$ cat src/rtl/counter_pkg.sv
// Shared types for the counter bank: channel mode encoding and ONESHOT state.
package counter_pkg;

  typedef enum logic [1:0] {
    WRAP    = 2'd0,
    SAT     = 2'd1,
    ONESHOT = 2'd2
  } mode_e;

  typedef enum logic {
    RUN  = 1'b0,
    DONE = 1'b1
  } os_state_e;

  // The reserved encoding 3 falls through to WRAP.
  function automatic mode_e decode_mode(input logic [1:0] raw);
    case (raw)
      2'd1:    return SAT;
      2'd2:    return ONESHOT;
      default: return WRAP;
    endcase
  endfunction

endpackage

$ cat src/rtl/counter_chan.sv
// One counter channel: clear/load/count priority, boundary detection,
// terminal-event pulse, sticky overflow and the ONESHOT run/done state.
module counter_chan
  import counter_pkg::*;
#(
  parameter int WIDTH_COUNT = 64
) (
  input  logic                   clock,
  input  logic                   reset,
  input  logic                   clr,
  input  logic                   en,
  input  logic                   dn,
  input  logic                   ld,
  input  logic [WIDTH_COUNT-1:0] ld_val,
  input  logic [WIDTH_COUNT-1:0] limit,
  input  logic [1:0]             mode,
  output logic [WIDTH_COUNT-1:0] count,
  output logic                   term,
  output logic                   ovf
);

  mode_e                  mode_d;
  os_state_e              state;
  os_state_e              state_nxt;
  logic [WIDTH_COUNT-1:0] count_nxt;
  logic                   term_nxt;
  logic                   ovf_nxt;
  logic                   at_bound;
  logic                   halted;

  assign mode_d   = decode_mode(mode);
  assign at_bound = dn ? (count == '0) : (count == limit);
  assign halted   = (mode_d == ONESHOT) && (state == DONE);

  always_comb begin
    // NOTE: every output of this block gets a default first so no path can infer a latch.
    count_nxt = count;
    term_nxt  = 1'b0;
    ovf_nxt   = ovf;
    state_nxt = state;

    if (clr) begin
      count_nxt = '0;
      ovf_nxt   = 1'b0;
      state_nxt = RUN;
    end else if (ld) begin
      count_nxt = ld_val;
      state_nxt = RUN;
    end else if (en && !halted) begin
      if (at_bound) begin
        term_nxt = 1'b1;
        ovf_nxt  = 1'b1;
        case (mode_d)
          WRAP:    count_nxt = dn ? limit : '0;
          ONESHOT: state_nxt = DONE;
          default: count_nxt = count;
        endcase
      end else begin
        count_nxt = dn ? count - 1'b1 : count + 1'b1;
      end
    end
  end

  always_ff @(posedge clock or posedge reset) begin
    // NOTE: state registers use non-blocking assignments so all flops update together.
    if (reset) begin
      count <= '0;
      term  <= 1'b0;
      ovf   <= 1'b0;
      state <= RUN;
    end else begin
      count <= count_nxt;
      term  <= term_nxt;
      ovf   <= ovf_nxt;
      state <= state_nxt;
    end
  end

endmodule

$ cat src/rtl/counter_bank.sv
// Bank of NUM_CH independent counter channels with a common snapshot register
// that captures all live counts in one cycle.
module counter_bank
  import counter_pkg::*;
#(
  parameter int NUM_CH      = 4,
  parameter int WIDTH_COUNT = 64
) (
  input  logic                          clock,
  input  logic                          reset,
  input  logic [NUM_CH-1:0]             I_Clr,
  input  logic [NUM_CH-1:0]             I_En,
  input  logic [NUM_CH-1:0]             I_Dn,
  input  logic [NUM_CH-1:0]             I_Ld,
  input  logic [NUM_CH*WIDTH_COUNT-1:0] I_LdVal,
  input  logic [NUM_CH*WIDTH_COUNT-1:0] I_Limit,
  input  logic [NUM_CH*2-1:0]           I_Mode,
  input  logic                          I_Snap,
  output logic [NUM_CH*WIDTH_COUNT-1:0] O_CountVal,
  output logic [NUM_CH-1:0]             O_Term,
  output logic [NUM_CH-1:0]             O_Ovf,
  output logic [NUM_CH*WIDTH_COUNT-1:0] O_SnapVal,
  output logic                          O_SnapVld
);

  for (genvar ch = 0; ch < NUM_CH; ch++) begin : g_chan
    counter_chan #(
      .WIDTH_COUNT(WIDTH_COUNT)
    ) u_chan (
      .clock  (clock),
      .reset  (reset),
      .clr    (I_Clr[ch]),
      .en     (I_En[ch]),
      .dn     (I_Dn[ch]),
      .ld     (I_Ld[ch]),
      .ld_val (I_LdVal[ch*WIDTH_COUNT +: WIDTH_COUNT]),
      .limit  (I_Limit[ch*WIDTH_COUNT +: WIDTH_COUNT]),
      .mode   (I_Mode[2*ch +: 2]),
      .count  (O_CountVal[ch*WIDTH_COUNT +: WIDTH_COUNT]),
      .term   (O_Term[ch]),
      .ovf    (O_Ovf[ch])
    );
  end

  // Captures the counts visible in the request cycle, not the post-edge values.
  always_ff @(posedge clock or posedge reset) begin
    if (reset) begin
      O_SnapVal <= '0;
      O_SnapVld <= 1'b0;
    end else begin
      O_SnapVld <= I_Snap;
      if (I_Snap) O_SnapVal <= O_CountVal;
    end
  end

endmodule
$ cat config.mk
export PLATFORM = sky130hd
export DESIGN_NAME = counter_bank
export DESIGN_NICKNAME = d
export VERILOG_FILES = /design/src/rtl/counter_pkg.sv /design/src/rtl/counter_chan.sv /design/src/rtl/counter_bank.sv
export SDC_FILE = /design/constraint.sdc
export NUM_CORES = 2
export LEC_CHECK = 0
export ABC_AREA = 1
export CAP_MARGIN = 0
export CORE_AREA = 2 2 409 411
export DETAILED_ROUTE_END_ITERATION = 10
export DIE_AREA = 0 0 411 413
export GPL_TIMING_DRIVEN = 0
export PLACE_DENSITY = 0.65
export REMOVE_ABC_BUFFERS = 1
export SYNTH_ARGS = -nofsm -noshare
export SYNTH_HDL_FRONTEND = slang
export SYNTH_SLANG_ARGS = --single-unit
$ cat constraint.sdc
create_clock -name clock -period 19.26 [get_ports clock]
set_input_delay 2.889 -clock clock [delete_from_list [all_inputs] [get_ports clock]]
set_output_delay 2.889 -clock clock [all_outputs]
set_load 0.01 [all_outputs]
=== Yosys cells after proc, flatten, opt, wreduce, memory -nomap -nowiden ===
Index checks and enable logic that the tools add are counted.

* Register bits: 525
* Input bits: 539
* Output and inout port bits: 521
* Logic and storage cells: 190

* $add $sub $neg: 8
* Equal/unequal tests: 24
* Muxes and demuxes: 88
* Reductions and logical operators: 52

{| class="wikitable"
|+ Operators by type and width
! kind !! number
|-
| 64-bit 2-to-1 mux || 28
|-
| 64-bit by 1-bit adder with 64-bit output (second input constant) || 4
|-
| 64-bit equality test || 4
|-
| 64-bit logical NOT || 4
|-
| 64-bit by 1-bit subtractor with 64-bit output (second input constant) || 4
|-
| 1-bit 2-to-1 mux || 56
|-
| 3-bit nonzero test || 12
|-
| 3-bit AND reduction || 8
|-
| 2-bit equality test (second input constant) || 8
|-
| 4-bit inequality test (second input constant) || 4
|-
| 2-bit one-hot mux with 2 select lines || 4
|-
| 2-bit nonzero test || 8
|-
| 2-bit by 1-bit equality test with 1-bit output (second input constant) || 4
|-
| 1-bit logical AND || 8
|-
| 2-bit logical NOT || 4
|-
| 2-bit inequality test (second input constant) || 4
|-
| 2-bit AND reduction || 4
|-
| 1-bit logical NOT || 4
|}

=== Longest topological paths before layout ===
* Depth after elaboration: 9
* Mapped depth: 20
* Gate-level depth less buffers: 18

=== By module ===
Synthesis repeated with hierarchy kept, for this count alone.

* Cells, all modules: 10649
* Area, all modules: 56720.6 um^2

{| class="wikitable"
|+ By module, submodules not included
! module !! times used !! cells an instance !! area an instance (um^2) !! seq. area each (um^2)
|-
| counter_chan at g_chan[1].u_chan ... || 3 || 2393 || 11745.0 || 1676.6
|-
| counter_chan at g_chan[0].u_chan || 1 || 2386 || 11740.0 || 1676.6
|-
| counter_bank || 1 || 1084 || 9745.6 || 6431.2
|}

=== Least setup slack after synthesis ===
Ideal clock, no wire load.

* Path type: input port to flip-flop
* Start: input port I_Dn[1]
* End: register g_chan[1].u_chan.count[40]
* Library setup time: 117 ps
* Arrival: 5067 ps
* Required time: 19143 ps
* Path slack: 14076 ps
* Cell stages on the path: 15
* Path buffers: 1
* Path through: clkbuf_1 clkinv_1 fa_1 nor2_1 nor2_1 o21ai_0 nand2_1 nand3b_1 nand2_1 nand3_1 nand2_1 nor2_1 nor2_1 nor2_1 nor2_1

* Longest elaborated chain between the ends: 6
* Elaborated cells on any way between the ends: 10
* Classes of those cells: eq/ne (1); mux (8); reduce/logical (1)

{| class="wikitable"
|+ Ends and longest elaborated chain
! what !! RTL line !! text
|-
| start: declaration || counter_bank.sv:13 || <nowiki>input logic [NUM_CH-1:0] I_Dn,</nowiki>
|-
| 64-bit 2-to-1 mux || counter_chan.sv:54 || <nowiki>WRAP: count_nxt = dn ? limit : '0;</nowiki>
|-
| 64-bit 2-to-1 mux || counter_chan.sv:53 || <nowiki>case (mode_d)</nowiki>
|-
| 64-bit 2-to-1 mux || counter_chan.sv:50 || <nowiki>if (at_bound) begin</nowiki>
|-
| 64-bit 2-to-1 mux || counter_chan.sv:49 || <nowiki>end else if (en && !halted) begin</nowiki>
|-
| 64-bit 2-to-1 mux || counter_chan.sv:46 || <nowiki>end else if (ld) begin</nowiki>
|-
| 64-bit 2-to-1 mux || counter_chan.sv:42 || <nowiki>if (clr) begin</nowiki>
|-
| end signal: assignment || counter_chan.sv:72 || <nowiki>count <= count_nxt;</nowiki>
|-
| end: declaration || counter_chan.sv:17 || <nowiki>output logic [WIDTH_COUNT-1:0] count,</nowiki>
|}

Parallel ways exist; a longest one is shown, timed or not. The select of a mux whose other input is x is not followed.
A chain may end at the register's enable or synchronous reset.

=== Worst setup path in the final report ===
* Start: input port I_Limit[1]
* End: register g_chan[0].u_chan.count[41]

* Longest elaborated chain between the ends: 6
* Elaborated cells on any way between the ends: 8
* Classes of those cells: eq/ne (2); mux (5); reduce/logical (1)

{| class="wikitable"
|+ Ends and longest elaborated chain
! what !! RTL line !! text
|-
| start: declaration || counter_bank.sv:16 || <nowiki>input logic [NUM_CH*WIDTH_COUNT-1:0] I_Limit,</nowiki>
|-
| 64-bit equality test * || counter_chan.sv:32 || <nowiki>assign at_bound = dn ? (count == '0) : (count == limit);</nowiki>
|-
| 1-bit 2-to-1 mux * || counter_chan.sv:32 ||
|-
| 64-bit 2-to-1 mux || counter_chan.sv:50 ||
|-
| 64-bit 2-to-1 mux || counter_chan.sv:49 ||
|-
| 64-bit 2-to-1 mux || counter_chan.sv:46 ||
|-
| 64-bit 2-to-1 mux || counter_chan.sv:42 ||
|-
| end signal: assignment || counter_chan.sv:72 ||
|-
| end: declaration || counter_chan.sv:17 ||
|}

Every way passes the cells marked *; elsewhere a longest branch is shown, timed or not. The select of a mux whose other input is x is not followed.

==> run_results.csv <==
group,metric,value,unit
place,dp_hpwl,210000,um
yosys,yosysWarnings,0,
detailed_routing,wl_per_cell,19.6,um
clock_network,cts_buffers,69,
cells_and_area,final_area,70100,um2
clock_network,htreeDepth,3,
worst_hold_path,min-delay-path-class,"flip-flop to flip-flop",
cells_and_area,final_nets,11700,
timing,rsz0062_at_grt,"no",
clock_network,clkLatencyLatePin,0.70,ns
die,core,166000,um2
place,io_buffers,1059,
timing,drv_slew,0,
worst_setup_path,cp-start-kind,"primary input",
timing,finalHoldViolations,0,
worst_setup_path,crit_arrival,9.35,ns
yosys,syn_area_per_cell,5.47,um2
cells_and_area,layout-drive-gt1-share,2.13,%
yosys,ys_seq_area_share,23.9,%
cells_and_area,multi_input_area,34100,um2
detailed_routing,num_vias,65400,
detailed_routing,drt_wl_total,258000,um
die,rows,150,
detailed_routing,drt_iter0_drc,5735,
die,die_x,411,um
detailed_routing,drt-vias-per-instance,4.95,
die,die_y,413,um
yosys,ys_ff_latch,525,
worst_setup_path,crit_path_cell_trace,"clkdlybuf4s50_1 -> inv_1 -> nand2_1 -> nand2_1 -> nor2_1 -> nand2_1 -> nor2_1 -> nand2_1 -> nor2_1 -> nand3_2 -> nand2_4 -> buf_16 -> nand3_2 -> nand2_2 -> inv_2 -> nor2_1 -> nor2_1",
detailed_routing,drt-pass1-iter-count,6,
cells_and_area,syn2layout_area_growth,27.5,%
worst_setup_path,critPathMaxFanout,49,
yosys,synth_area_leaders,"nand2_1 (27%), dfrtp_1 (24%), inv_1 (12%)",
cells_and_area,ff_latch_area,13100,um2
yosys,synth_top_area_share,27.3,%
timing,max_freq,114,MHz
yosys,synth.distinct_cells,37,
die,io_pins,1060,
cells_and_area,layout_common_cells,"nand2_1 (3998), inv_1 (1741), nor2_1 (1345), clkdlybuf4s50_1 (1054), a21oi_1 (666)",
clock_network,path_clk_slew,0.06,ns
timing,tightest_slew,1.42,ns
grt,grt_pass1_vias,61200,
timing,slew_headroom,5.49,%
grt,grt_antenna_before_repair,15,
grt,grt_pass1_wl,380000,um
clock_network,post_cts_buffers,0,
place,dp_slack,9.82,ns
timing,setup_viol,0,
clock_network,cts_resized,0,
clock_network,cts_hold_buffers,0,
cells_and_area,layout_commonest_cell,"nand2_1",
yosys,synthesis.area,55000,um2
detailed_routing,ant_nets,0,
place,place.gp.congestion,0.998,
clock_network,clock_tree.root_cell,"clkbuf_16",
pwr,peakVddDrop,62.7,uV
detailed_routing,drc_errors,0,
die,die_area,170000,um2
timing,finalCritPeriodShare,45.5,%
worst_setup_path,slowest_delay,1.22,ns
grt,grt_overflow,0,
timing,fin_ws,10.49,ns
yosys,yosysTopAreaCell,"nand2_1",
flow_run,drv_cap,0,
worst_setup_path,crit_top_cell,"nor2_1",
worst_setup_path,crit_path_end_kind,"flip-flop",
timing,clock_skew,0.0342,ns
clock_network,cts_sinks,525,
grt,grt_use_total,29.1,%
worst_setup_path,worstPathRequired,19.84,ns
place,place_area,67800,um2
cells_and_area,fillerInstances,18100,
die,initial_core_util,33.1,%
status,status,"finished clean",
clock_network,cts_buffer_depth,3,
clock_network,cts_tree,"yes",
grt,grt_max_degree,157,
pwr,leakagePower,0.0388,uW
worst_setup_path,crit_type,"primary input to flip-flop",
yosys,synthCells,10100,
pwr,p_per_area,78.6,nW/um2
worst_setup_path,slowest_stage,"nand2_2",
timing,fin_crit,8.77,ns
cells_and_area,fin_util,42.2,%
power breakdown:
group	switching [uW]	internal, uW	total, uW
combinational	1640	1010	2650
clock	569	771	1340
sequential	253	1260	1510
flip-flops by register name, indices dropped and copies added (netlist names):
signal	cells
O_SnapVal	256
g_chan.u_chan.count	256
g_chan.u_chan.ovf	4
g_chan.u_chan.state	4
g_chan.u_chan.term	4
O_SnapVld	1
critical path, delay by kind of cell:
family / cells / cell delay [ns]
and+or+nand+nor: 13 / 4.64
buffers and inverters: 4 / 1.59
final cells by class:
type                            count  area share (%)
Timing Repair Buffer             1080            15.9
Antenna cell                       10          0.0357
Clock inverter                     26           0.346
Tap cell                         2204            3.93
Sequential cell                   525            18.7
Clock buffer                       97            2.87
Inverter                         1768            9.48
Multi-Input combinational cell   7500            48.7
synth_stat cells (all sizes together):
cell type     n
buf          97
nand3b       55
clkbuf      160
o211ai        3
or2           7
and2         13
a2bb2oi       1
and3          1
o21ai       138
nor4         34
clkinv        5
o22ai         4
nand3       589
mux2         39
nor3         54
inv        1763
ha          252
dfrtp       525
xnor2       103
fa            4
xor2         51
nor2       1355
a21o          3
o21bai       17
a21oi       666
nand4       101
nand2      4010
cell families (layout without fill, tap and decap cells):
| group | Yosys count | after routing | share of synthesized area, % |
|---|---|---|---|
| other | 0 | 10 | 0 |
| multiplexers | 39 | 39 | 0.799 |
| buffers and inverters | 2025 | 2971 | 14.2 |
| adder cells (fa/ha/maj) | 256 | 256 | 5.88 |
| flip-flops | 525 | 525 | 23.9 |
| AO/OA/AOI/OAI | 832 | 832 | 7.69 |
| AND/OR/NAND/NOR | 6219 | 6219 | 45.1 |
| XOR/XNOR | 154 | 154 | 2.45 |
metrics by stage:
stage | hold WS [ns] | power, uW | instances | setup TNS, ns
floorplan | 0.510 | 2890 | 9793 | 0
global placement | 0.489 | 4150 | 13100 | -3242.95
detailed placement | 0.495 | 4140 | 13100 | 0
CTS | 0.507 | 5500 | 13200 | 0
global route | 0.518 | 5840 | 13200 | 0
finish | 0.504 | 5510 | 13200 | 0
metal layers:
metal	GRT usage, %	routed length, um
met1	39.7	115000
met2	46.7	114000
met3	4.70	20200
met4	9.66	8480
met5	0	87
path summary, 6_finish.rpt:
path / from / end / slack [ns] / cells after the start
setup / recovery: I_Limit[1] / g_chan[0].u_chan.count[41]$_DFFE_PP0P_ / 10.49 / 17
hold / removal: O_SnapVal[59]$_DFFE_PP0P_ / O_SnapVal[59]$_DFFE_PP0P_ / 0.50 / 1
setup reg to reg: g_chan[2].u_chan.count[62]$_DFFE_PP0P_ / g_chan[2].u_chan.count[36]$_DFFE_PP0P_ / 11.51 / 10
hold reg to reg: O_SnapVal[59]$_DFFE_PP0P_ / O_SnapVal[59]$_DFFE_PP0P_ / 0.50 / 1
max in group asynchronous: reset / g_chan[1].u_chan.count[20]$_DFFE_PP0P_ / 14.59 / 4
min in group asynchronous: reset / O_SnapVal[222]$_DFFE_PP0P_ / 2.83 / 2
(Power assumes the default switching activity.)
